### src/rtl/fifo_ctrl_if.sv
// Handshake bundle between a FIFO client, the pointer/flag controller and the 8x12 memory.
// The slave modport is the controller's view; master is the client/memory side.
interface fifo_ctrl_if #(
  parameter int unsigned DATA_W = 12,
  parameter int unsigned PTR_W  = 3
) ();

  // Client request side
  logic              push;
  logic [DATA_W-1:0] push_data;
  logic              pop;

  // Memory side
  logic [DATA_W-1:0] q;
  logic [DATA_W-1:0] data;
  logic [PTR_W-1:0]  wr_ptr;
  logic [PTR_W-1:0]  rd_ptr;
  logic              write;
  logic              read;

  // Dequeue result and status
  logic [DATA_W-1:0] pop_data;
  logic              pop_valid;
  logic [PTR_W:0]    count;
  logic              full;
  logic              empty;
  logic              almost_full;
  logic              almost_empty;
  logic              overflow;
  logic              underflow;

  modport slave (
    input  push,
    input  push_data,
    input  pop,
    input  q,
    output data,
    output wr_ptr,
    output rd_ptr,
    output write,
    output read,
    output pop_data,
    output pop_valid,
    output count,
    output full,
    output empty,
    output almost_full,
    output almost_empty,
    output overflow,
    output underflow
  );

  modport master (
    output push,
    output push_data,
    output pop,
    output q,
    input  data,
    input  wr_ptr,
    input  rd_ptr,
    input  write,
    input  read,
    input  pop_data,
    input  pop_valid,
    input  count,
    input  full,
    input  empty,
    input  almost_full,
    input  almost_empty,
    input  overflow,
    input  underflow
  );

endinterface

### src/rtl/fifo_ctrl.sv
// Pointer/flag controller turning a dual-pointer memory into a synchronous FIFO.
// Define FIFO_ALMOST_FLAGS_EN to build the almost_full/almost_empty threshold flags.
module fifo_ctrl #(
  parameter int unsigned DATA_W    = 12,
  parameter int unsigned PTR_W     = 3,
  parameter int unsigned AF_THRESH = 6,
  parameter int unsigned AE_THRESH = 2
) (
  input logic         clk,
  input logic         reset,
  fifo_ctrl_if.slave  bus
);

  localparam logic [PTR_W:0] Depth = {1'b1, {PTR_W{1'b0}}};

  // Thresholds above the depth would leave a flag stuck.
  if (AF_THRESH > (1 << PTR_W) || AE_THRESH > (1 << PTR_W)) begin : gen_thresh_check
    $error("fifo_ctrl: almost-flag threshold exceeds FIFO depth");
  end

  logic [PTR_W-1:0]  wp;
  logic [PTR_W-1:0]  rp;
  logic              pend;

  logic [DATA_W-1:0] data_q;
  logic [PTR_W-1:0]  wr_ptr_q;
  logic [PTR_W-1:0]  rd_ptr_q;
  logic              write_q;
  logic              read_q;
  logic [DATA_W-1:0] pop_data_q;
  logic              pop_valid_q;
  logic [PTR_W:0]    count_q;
  logic              full_q;
  logic              empty_q;
  logic              overflow_q;
  logic              underflow_q;

  logic              push_ok;
  logic              pop_ok;
  logic [PTR_W:0]    count_d;

  // Flags are registered, so acceptance only needs the current full/empty state; a push
  // while full is refused even with a pop, so the memory never sees a same-address access.
  always_comb begin
    push_ok = bus.push & ~full_q;
    pop_ok  = bus.pop & ~empty_q;
    count_d = count_q;
    if (push_ok && !pop_ok) begin
      count_d = count_q + 1'b1;
    end else if (pop_ok && !push_ok) begin
      count_d = count_q - 1'b1;
    end
  end

  always_ff @(posedge clk) begin
    if (reset) begin
      wp          <= '0;
      rp          <= '0;
      pend        <= 1'b0;
      data_q      <= '0;
      wr_ptr_q    <= '0;
      rd_ptr_q    <= '0;
      write_q     <= 1'b0;
      read_q      <= 1'b0;
      pop_data_q  <= '0;
      pop_valid_q <= 1'b0;
      count_q     <= '0;
      full_q      <= 1'b0;
      empty_q     <= 1'b1;
      overflow_q  <= 1'b0;
      underflow_q <= 1'b0;
    end else begin
      write_q     <= push_ok;
      read_q      <= pop_ok;
      overflow_q  <= bus.push & ~push_ok;
      underflow_q <= bus.pop & ~pop_ok;

      if (push_ok) begin
        data_q   <= bus.push_data;
        wr_ptr_q <= wp;
        wp       <= wp + 1'b1;
      end

      if (pop_ok) begin
        rd_ptr_q <= rp;
        rp       <= rp + 1'b1;
      end

      // Memory returns q one cycle after read; pend marks that q is the popped word.
      pend        <= read_q;
      pop_valid_q <= pend;
      if (pend) begin
        pop_data_q <= bus.q;
      end

      count_q <= count_d;
      full_q  <= (count_d == Depth);
      empty_q <= (count_d == '0);
    end
  end

`ifdef FIFO_ALMOST_FLAGS_EN
  localparam logic [PTR_W:0] AfLevel = (PTR_W+1)'(AF_THRESH);
  localparam logic [PTR_W:0] AeLevel = (PTR_W+1)'(AE_THRESH);

  logic almost_full_q;
  logic almost_empty_q;

  always_ff @(posedge clk) begin
    if (reset) begin
      almost_full_q  <= 1'b0;
      almost_empty_q <= 1'b1;
    end else begin
      almost_full_q  <= (count_d >= AfLevel);
      almost_empty_q <= (count_d <= AeLevel);
    end
  end

  assign bus.almost_full  = almost_full_q;
  assign bus.almost_empty = almost_empty_q;
`else
  assign bus.almost_full  = 1'b0;
  assign bus.almost_empty = 1'b0;
`endif

  assign bus.data      = data_q;
  assign bus.wr_ptr    = wr_ptr_q;
  assign bus.rd_ptr    = rd_ptr_q;
  assign bus.write     = write_q;
  assign bus.read      = read_q;
  assign bus.pop_data  = pop_data_q;
  assign bus.pop_valid = pop_valid_q;
  assign bus.count     = count_q;
  assign bus.full      = full_q;
  assign bus.empty     = empty_q;
  assign bus.overflow  = overflow_q;
  assign bus.underflow = underflow_q;

endmodule
### src/flat_wrapper.sv
// flat-port wrapper written by rule: the top's interface ports become plain ports
module fifo_ctrl_flat 
#(
  parameter int unsigned DATA_W    = 12,
  parameter int unsigned PTR_W     = 3,
  parameter int unsigned AF_THRESH = 6,
  parameter int unsigned AE_THRESH = 2
)
  (clk, reset, bus_push, bus_push_data, bus_pop, bus_q, bus_data, bus_wr_ptr, bus_rd_ptr, bus_write, bus_read, bus_pop_data, bus_pop_valid, bus_count, bus_full, bus_empty, bus_almost_full, bus_almost_empty, bus_overflow, bus_underflow);
  fifo_ctrl_if #(.DATA_W(DATA_W), .PTR_W(PTR_W)) bus_i ();
  input logic clk;
  input logic reset;
  input wire logic [$bits(bus_i.push)-1:0] bus_push;
  input wire logic [$bits(bus_i.push_data)-1:0] bus_push_data;
  input wire logic [$bits(bus_i.pop)-1:0] bus_pop;
  input wire logic [$bits(bus_i.q)-1:0] bus_q;
  output wire logic [$bits(bus_i.data)-1:0] bus_data;
  output wire logic [$bits(bus_i.wr_ptr)-1:0] bus_wr_ptr;
  output wire logic [$bits(bus_i.rd_ptr)-1:0] bus_rd_ptr;
  output wire logic [$bits(bus_i.write)-1:0] bus_write;
  output wire logic [$bits(bus_i.read)-1:0] bus_read;
  output wire logic [$bits(bus_i.pop_data)-1:0] bus_pop_data;
  output wire logic [$bits(bus_i.pop_valid)-1:0] bus_pop_valid;
  output wire logic [$bits(bus_i.count)-1:0] bus_count;
  output wire logic [$bits(bus_i.full)-1:0] bus_full;
  output wire logic [$bits(bus_i.empty)-1:0] bus_empty;
  output wire logic [$bits(bus_i.almost_full)-1:0] bus_almost_full;
  output wire logic [$bits(bus_i.almost_empty)-1:0] bus_almost_empty;
  output wire logic [$bits(bus_i.overflow)-1:0] bus_overflow;
  output wire logic [$bits(bus_i.underflow)-1:0] bus_underflow;
  assign bus_i.push = bus_push;
  assign bus_i.push_data = bus_push_data;
  assign bus_i.pop = bus_pop;
  assign bus_i.q = bus_q;
  assign bus_data = bus_i.data;
  assign bus_wr_ptr = bus_i.wr_ptr;
  assign bus_rd_ptr = bus_i.rd_ptr;
  assign bus_write = bus_i.write;
  assign bus_read = bus_i.read;
  assign bus_pop_data = bus_i.pop_data;
  assign bus_pop_valid = bus_i.pop_valid;
  assign bus_count = bus_i.count;
  assign bus_full = bus_i.full;
  assign bus_empty = bus_i.empty;
  assign bus_almost_full = bus_i.almost_full;
  assign bus_almost_empty = bus_i.almost_empty;
  assign bus_overflow = bus_i.overflow;
  assign bus_underflow = bus_i.underflow;
  fifo_ctrl #(.DATA_W(DATA_W), .PTR_W(PTR_W), .AF_THRESH(AF_THRESH), .AE_THRESH(AE_THRESH)) u_core (.clk(clk), .reset(reset), .bus(bus_i));
endmodule
### config.mk
export PLATFORM = sky130hd
export DESIGN_NAME = fifo_ctrl_flat
export DESIGN_NICKNAME = d
export VERILOG_FILES = /design/src/rtl/fifo_ctrl_if.sv /design/src/rtl/fifo_ctrl.sv /design/src/flat_wrapper.sv
export SDC_FILE = /design/constraint.sdc
export NUM_CORES = 1
export LEC_CHECK = 0
export CAP_MARGIN = 25
export CORE_MARGIN = 2
export CORE_UTILIZATION = 40
export CTS_BUF_LIST = sky130_fd_sc_hd__clkbuf_2 sky130_fd_sc_hd__clkbuf_4 sky130_fd_sc_hd__clkbuf_8
export DETAILED_ROUTE_END_ITERATION = 8
export PLACE_DENSITY = 0.71
export SLEW_MARGIN = 20
export SYNTH_ARGS = -nofsm -noshare
export SYNTH_HDL_FRONTEND = slang
export SYNTH_SLANG_ARGS = --single-unit
### constraint.sdc
create_clock -name clk -period 3.1 [get_ports clk]
set_input_delay 0.62 -clock clk [delete_from_list [all_inputs] [get_ports clk]]
set_output_delay 0.62 -clock clk [all_outputs]
set_load 0.02 [all_outputs]
==> results of run 1 <==
-- state kept, by name, indices dropped and copies added (netlist names) --
name	flops
u_core.bus.data	12
u_core.bus.pop_data	12
u_core.bus.count	4
u_core.bus.rd_ptr	3
u_core.bus.wr_ptr	3
u_core.rp	3
u_core.wp	3
u_core.bus.empty	1
u_core.bus.full	1
u_core.bus.overflow	1
u_core.bus.pop_valid	1
u_core.bus.read	1
u_core.bus.underflow	1
u_core.bus.write	1
u_core.pend	1
-- worst paths after layout --
kind | endpoint | from | slack (ps) | cells past startpoint
setup reg to reg | u_core.bus.empty$_SDFF_PP1_ | u_core.bus.count[0]$_SDFF_PP0_ | 1410 | 5
setup / recovery | u_core.bus.empty$_SDFF_PP1_ | bus_push | 1040 | 6
hold / removal | u_core.bus.data[11]$_SDFFE_PP0P_ | u_core.bus.data[11]$_SDFFE_PP0P_ | 450 | 2
hold reg to reg | u_core.bus.data[11]$_SDFFE_PP0P_ | u_core.bus.data[11]$_SDFFE_PP0P_ | 450 | 2
-- kinds of logic (layout without fill, tap and decap cells) --
logic type                 after synthesis  in the layout
and+or+nand+nor                         82             82
DFF                                     48             48
AOI/OAI and AO/OA                       31             31
buffers and inverters                   20             82
muxes                                   12             12
xor gates and xnor gates                 6              6
adders and majority gates                5              5
other                                    1              2
-- worst max-delay path: cells and delay by family --
family / cells / cell delay (ps)
simple gates: 2 / 450
compound gates: 2 / 390
buf+inv: 2 / 780
-- cell usage after synthesis (2+ instances only) --
cell type                  instances  area share (%)
sky130_fd_sc_hd__buf_4             2            0.80
sky130_fd_sc_hd__and3_1            3             1.0
sky130_fd_sc_hd__nand2_1          43             8.6
sky130_fd_sc_hd__buf_1             2            0.40
sky130_fd_sc_hd__xor2_1            2            0.94
sky130_fd_sc_hd__and2b_4           2             1.1
sky130_fd_sc_hd__buf_6             2             1.2
sky130_fd_sc_hd__dfxtp_1          48              51
sky130_fd_sc_hd__nand2b_1          2            0.67
sky130_fd_sc_hd__buf_2             5             1.3
sky130_fd_sc_hd__inv_1             5             1.0
sky130_fd_sc_hd__nor2b_1           2            0.67
sky130_fd_sc_hd__ha_1              4             2.7
sky130_fd_sc_hd__a21oi_1          23             6.1
sky130_fd_sc_hd__nand3_1           2            0.53
sky130_fd_sc_hd__nor2_1           20             4.0
sky130_fd_sc_hd__mux2i_1          12             6.4
sky130_fd_sc_hd__clkbuf_1          4            0.80
sky130_fd_sc_hd__xnor2_1           4             1.9
-- metal layers --
layer	global-route usage, %	wire, um	part of all wire (%)	up-vias
met2	23.8	1640	44	54
li1	-	-	-	798
met5	0	0	0	-
met3	5.56	336	9.0	5
met1	18.7	1700	46	675
met4	4.94	40	1.1	0
-- area by class of cell --
cell class,count,share of cell area [%]
timing repair buffer,69,25.9
tap,52,2.47
sequential,48,36.4
multi-input combinational,138,30.8
clock buffer,8,3.70
inverter,5,0.712
-- cell usage in the layout (no fill, tap or decap), types with 2 or more instances in the layout --
cell type,instances
sky130_fd_sc_hd__mux2i_1,12
sky130_fd_sc_hd__nor2b_1,2
sky130_fd_sc_hd__clkbuf_8,6
sky130_fd_sc_hd__ha_1,4
sky130_fd_sc_hd__dfxtp_1,48
sky130_fd_sc_hd__nor2_1,20
sky130_fd_sc_hd__inv_1,5
sky130_fd_sc_hd__nand2_1,43
sky130_fd_sc_hd__and2b_4,2
sky130_fd_sc_hd__nand3_1,2
sky130_fd_sc_hd__a21oi_1,23
sky130_fd_sc_hd__nand2b_1,2
sky130_fd_sc_hd__xnor2_1,4
sky130_fd_sc_hd__and3_1,3
sky130_fd_sc_hd__clkbuf_4,2
sky130_fd_sc_hd__clkdlybuf4s50_1,67
sky130_fd_sc_hd__xor2_1,2
sky130_fd_sc_hd__conb_1,2
-- metrics by stage --
stage	hold slack, ps	setup WS, ps
after floorplan	444	1440
after global routing	482	875
after detailed placement	447	734
after global placement	443	762
after CTS	458	1030
final	455	1040
-- power groups by stage --
stage	logic, mW	registers [mW]	clock network, mW
detailed placement	0.412	0.736	0
floorplan	0.219	0.779	0
global placement	0.405	0.738	0
CTS	0.414	0.722	0.401
global route	0.451	0.732	0.425
finish	0.410	0.721	0.392
==> summary by stage, run 1 <==
STA
The number of pins with negative max-slew slack in the final report was 0. Setup repair after global routing left no endpoint under its margin. Summed over all failing endpoints, the final setup total negative slack is 0 ps. In the finished design, the share of the clock period the worst path needs comes to 66.4%. The hold violation count in the final report is 0. The maximum operating frequency is 485 MHz. The pin slew with the least headroom to its limit is 760 ps. The relative max-transition margin is 49.3%.

The final setup violation count is 0. The time the worst path needs with I/O delays and setup is 2060 ps. Across the routed clock network, the largest skew measured is 2.78 ps.

Route
The DRC violation total after the first TritonRoute iteration is 57. The routed via count divided by cell count is 4.79. The count of vias placed by the detailed router is 1532.

The routed design has 3.71 mm of wire. The length of the first detailed-routing pass in iterations is 4. The mean routed wirelength per cell is 11.6 um.

The residual DRC count is 0. In this run the remaining antenna-violating nets after routing total 0.

Yosys
In this run, distinct cell masters in the synthesized netlist total 37. The fraction of registers with async set/reset is 0%. The xor/xnor share of the synthesized area is 2.81%. The fraction of the mapped netlist area in adder cells is 3.28%. After synthesis, the mean cell area works out to 9.13 um^2. The cell area after synthesis is 0.00187 mm^2. In the synthesized netlist, mux cells make up 6.42% of the area. The yosys synthesis warning count is 0. In this run, synthesis inferred 0 flip-flops with an integrated enable.

The combinational family with the most area after synthesis is simple AND/OR/NAND/NOR gates. Counting flops and latches in the post-synthesis netlist gives 48. The synthesized netlist devotes 10.0% of its cell area to compound gates.

The instance count of the mapped netlist is 205. The synthesized netlist devotes 20.4% of its cell area to simple gates. After synthesis, flip-flops and latches occupy 51.3% of the total area. The predominant post-synthesis flop cell is sky130_fd_sc_hd__dfxtp_1.

Final layout
The repair_antennas step left the layout with diodes totalling 0. The post-route netlist has 7.09% of its cells at a drive strength greater than 1. The utilization after layout is 59.3%. The filler cells instantiated in the layout total 412.

The sequential cells in the finished layout cover a total of 961 um^2. The post-synthesis to final-layout area growth is 40.8%. The finished layout holds 320 standard cells, fillers aside. The area of combinational cells with multiple inputs is 811 um^2. With fillers left out, the area of the finished cells amounts to 0.00264 mm^2. The number of nets at the end of the flow is 299.

Job
Across the run, the number of max-cap violations was 0.

Die
The initial utilization of the core area, before any placement, comes to 42.1%. The standard-cell row count is 24. In this run the horizontal extent of the chip is 72.4 um.

71 I/O pins were placed. Measured along the y axis, the die boundary spans 72.4 um. The area of the die is 0.00524 mm^2.

The core region is 0.00444 mm^2.

Clocking
The number of setup buffers added after CTS is 0. Clock-pin slew was measured on the worst setup and hold paths at 80 ps. The root buffer selected by CTS is sky130_fd_sc_hd__clkbuf_8.

The hold buffer count at CTS is 0. The insertion delay of the later-clocked pin in the worst-skew pair is 300 ps. The clock net in this run drives a total of 48 sinks. The count of cells resized by post-cts repair is 0. The TritonCTS clock tree is done.

The number of buffers added by the clock tree synthesis step is 5. The number of H-tree branching levels is 2. The clock passes through at most 2 buffers.

Placement
The number of placed instances with taps included is 312. The HPWL reported at the end of detailed placement is 2.56 mm. The port buffer count is 68. The instance area after placement is 0.00254 mm^2. The final estimated routing congestion in global placement is 0.703.

Power and ir drop
The net switching power is 0.454 mW. The sequential group share of total power is 47.4%. Combinational cells account for 26.9% of the total power. The total power of the final layout is 1.52 mW. The clock group share of total power is 25.7%. The switching share of power is 29.8%. The internal portion of total power is 1.07 mW.

The total leakage power is 0.984 nW. Power spread over the standard cell area amounts to 578 mW/mm^2. IR analysis of the VDD net gives a maximum drop of 0.273 mV.

Global route
The initial antenna violation count is 0. The number of global-route vias before repair is 1422. For this run the aggregate overflow at the end of global routing stands at 0. Entering global routing, the biggest net connects 46 pins.

The total track usage is 14.9%. The first global-routing pass estimated 6.24 mm of wire.

Setup path
The critical path goes through clkdlybuf4s50_1, nand2b_1, buf_4, nor4_1, a211oi_1, o41ai_1. The critical path data arrival time is 2250 ps. The highest-delay cell along the critical path is sky130_fd_sc_hd__clkdlybuf4s50_1. The delay of the slowest cell on the worst path is 500 ps. The highest fanout seen on the critical path is 15. The critical path in this run is classified as input port to flop.

STA puts the critical path data required time at 3290 ps. STA classifies the critical path endpoint as a flop. The worst setup path is launched from an input port.

Worst hold path
In this run the worst hold path is classified as flop to flop.

Status
The flow ran to the end, and the final reports show no timing, DRC or antenna violations.
Power figures use the tool's default switching activity.
==> run 2, diff against run 1 <==
Clock period 3.1 ns to 2.1 ns, I/O delays scaled along.
==> summary by stage, run 2 (synthesis gave the netlist of run 1 again) <==
Placement
The final estimated routing congestion in global placement is 0.812 (was 0.703). The port buffer count is 68 (unchanged). The post-placement setup slack came to 49.4 ps (was 734 ps).

The instance area after placement is 0.00256 mm^2 (was 0.00254 mm^2). The HPWL reported at the end of detailed placement is 2.72 mm (was 2.56 mm). The number of placed instances with taps included came to 315 (was 312).

STA
The worst path in the final design needs a cycle of 1820 ps, including I/O delays and setup. Unrepaired setup endpoints after global routing: false (unchanged). The final setup violation count was 0 (unchanged). The pin slew with the least headroom to its limit was 705 ps (was 760 ps). The final worst setup slack is 280 ps (was 1040 ps). The final worst hold slack is 455 ps (about the same). The relative max-transition margin is 52.9% (was 49.3%).

Timing would allow up to 550 MHz. The final worst clock skew is 4.73 ps (was 2.78 ps). The hold violation count in the final report came to 0 (unchanged).

The aggregate negative setup slack is 0 ps (unchanged). The number of pins with negative max-slew slack in the final report is 0 (unchanged). After layout, the worst path uses 86.7% of the clock period.

Final layout
The final standard cell count with taps included and fillers excluded is 323 (was 320). The post-synthesis to final-layout area growth was 42.0% (was 40.8%). The post-route cell area is 0.00266 mm^2 (was 0.00264 mm^2). The count of inserted antenna diode cells is 0 (unchanged). The number of nets at the end of the flow is 302 (was 299). The area of all sequential standard cells is 961 um^2 (unchanged).

The proportion of layout cells with a drive suffix above 1 was 8.12% (was 7.09%). The utilization after layout is 59.8% (was 59.3%). The area of combinational cells with multiple inputs came to 811 um^2 (unchanged). The layout filler cell count was 396 (was 412).

The most common library cell in the layout ignoring fill and taps is sky130_fd_sc_hd__clkdlybuf4s50_1 (unchanged). Leading cell types in the layout, fill and taps excluded: 67 x sky130_fd_sc_hd__clkdlybuf4s50_1, 48 x sky130_fd_sc_hd__dfxtp_1, 43 x sky130_fd_sc_hd__nand2_1, 23 x sky130_fd_sc_hd__a21oi_1, 20 x sky130_fd_sc_hd__nor2_1 (unchanged).

Route
The remaining antenna violation count is 0 (unchanged). The met3 layer wire length in the routed design is 326 um (was 336 um). The detailed-routing wirelength on met1 came to 1.80 mm (was 1.70 mm). The count of vias placed by the detailed router came to 1563 (was 1532). The highest metal layer with signal wires is met4 (unchanged). The DRC violation total after the first TritonRoute iteration is 67 (was 57). The routed via count divided by cell count is 4.84 (was 4.79).

The mean routed wirelength per cell came to 11.9 um (was 11.6 um). The length of the first detailed-routing pass in iterations is 4 (unchanged). The residual DRC count is 0 (unchanged). The wire length on met2 came to 1.66 mm (was 1.64 mm). The detailed-route wire length is 3.83 mm (was 3.71 mm).

Clocking
The setup fix buffers added after clock tree synthesis came to 0 (unchanged). The buffer levels on the longest clock path came to 2 (unchanged). The sink count of the clock tree is 48 (unchanged). The hold buffer count at CTS is 0 (unchanged).

The count of cells resized by post-cts repair came to 0 (unchanged). The clock-pin transition on the worst setup and hold timing paths was 80 ps (about the same). The insertion delay of the later-clocked pin in the worst-skew pair was 290 ps (was 300 ps). The TritonCTS clock tree was done (unchanged). The number of H-tree branching levels is 2 (unchanged). The root buffer selected by CTS is sky130_fd_sc_hd__clkbuf_8 (unchanged). The number of buffers added by the clock tree synthesis step was 5 (unchanged).

Setup path
The delay of the slowest cell on the worst path is 660 ps (was 500 ps). The data required time at the worst endpoint was 1680 ps (was 3290 ps). Ordered cell list for the critical path: clkdlybuf4s50_1 (was clkdlybuf4s50_1, nand2b_1, buf_4, nor4_1, a211oi_1, o41ai_1).

The startpoint-to-endpoint class of the critical path was flop to output port (was input port to flop). The number of buffer and inverter stages on the critical path is 1 (was 2). The worst setup path startpoint is u_core.bus.count[2]$_SDFF_PP0_ (was bus_push). The path depth of the worst reg2reg path is 5 (unchanged).

The kind of end point of the critical path was an output port (was flop). The critical register-to-register path startpoint is u_core.bus.count[0]$_SDFF_PP0_ (unchanged). The highest-delay cell along the critical path is sky130_fd_sc_hd__clkdlybuf4s50_1 (unchanged). The instance count on the critical path is 1 (was 6). The kind of launch point of the worst setup path is a flop (was input port). The highest fanout seen on the critical path is 7 (was 15). The cell class contributing the biggest share of worst-path delay is buffers and inverters (unchanged). The critical path data arrival time is 1400 ps (was 2250 ps).

Power and ir drop
The total power divided by cell area is 851 mW/mm^2 (was 578 mW/mm^2). The total power of the final layout was 2.26 mW (was 1.52 mW). The maximum resistive drop on vdd is 0.472 mV (was 0.273 mV). The total leakage power came to 0.998 nW (was 0.984 nW).

Status
Run status: completed (unchanged).

Worst hold path
The cell depth of the worst hold path was 2 (unchanged). The start point of the worst hold path was u_core.bus.data[5]$_SDFFE_PP0P_ (was u_core.bus.data[11]$_SDFFE_PP0P_). The path category of the worst min-delay check is flop to flop (unchanged).

Die
The overall die height was 72.4 um (unchanged). The starting utilization of the core area was 42.1% (unchanged). The standard cell core area is 0.00444 mm^2 (unchanged).

The area of the die came to 0.00524 mm^2 (unchanged). The overall die width came to 72.4 um (unchanged). The standard-cell row count is 24 (unchanged).

The number of I/O pins is 71 (unchanged).

Job
The number of max-cap violations came to 0 (unchanged).

Global route
The number of global-route vias before repair came to 1447 (was 1422). The largest net degree at the start of global routing is 31 (was 46). The global-route wire length before repair is 6.34 mm (was 6.24 mm). The remaining global-route overflow came to 0 (unchanged). The total track usage is 15.4% (was 14.9%). The initial antenna violation count is 0 (unchanged).
run 2: cell count changes in the layout (fill, tap and decap cells not counted):
| cell | delta |
|---|---|
| sky130_fd_sc_hd__buf_4 | +3 |
run 2: cell type report:
cell class,instances,share of cell area [%]
inverter,5,0.706
clock buffer,8,3.67
timing repair buffer,72,26.5
sequential,48,36.1
tap,52,2.45
multi-input combinational,138,30.5
run 2: final timing paths:
kind | slack (ps) | to
worst max-delay path | 280 | bus_count[2]
worst max register to register | 350 | u_core.bus.full$_SDFF_PP0_
worst min-delay path | 450 | u_core.bus.data[5]$_SDFFE_PP0P_
worst min register to register | 450 | u_core.bus.data[5]$_SDFFE_PP0P_
run 2: worst register-to-register path: stages (launching register included):
cell,delay [ps]
sky130_fd_sc_hd__dfxtp_1,430
sky130_fd_sc_hd__inv_1,110
sky130_fd_sc_hd__ha_1,360
sky130_fd_sc_hd__nor4_1,320
sky130_fd_sc_hd__a211oi_1,130
sky130_fd_sc_hd__a2111oi_2,300
run 2: where the power goes:
part           internal, mW  leakage [nW]  switching, mW
Sequential            0.990         0.392         0.0742
Combinational         0.301         0.554          0.318
Clock                 0.295        0.0523          0.285
run 2: per-layer routing:
layer | up-vias | GRT usage (%)
met4 | 0 | 6.17
met3 | 7 | 5.69
li1 | 803 | -
met5 | - | 0
met1 | 700 | 19.8
met2 | 53 | 23.4
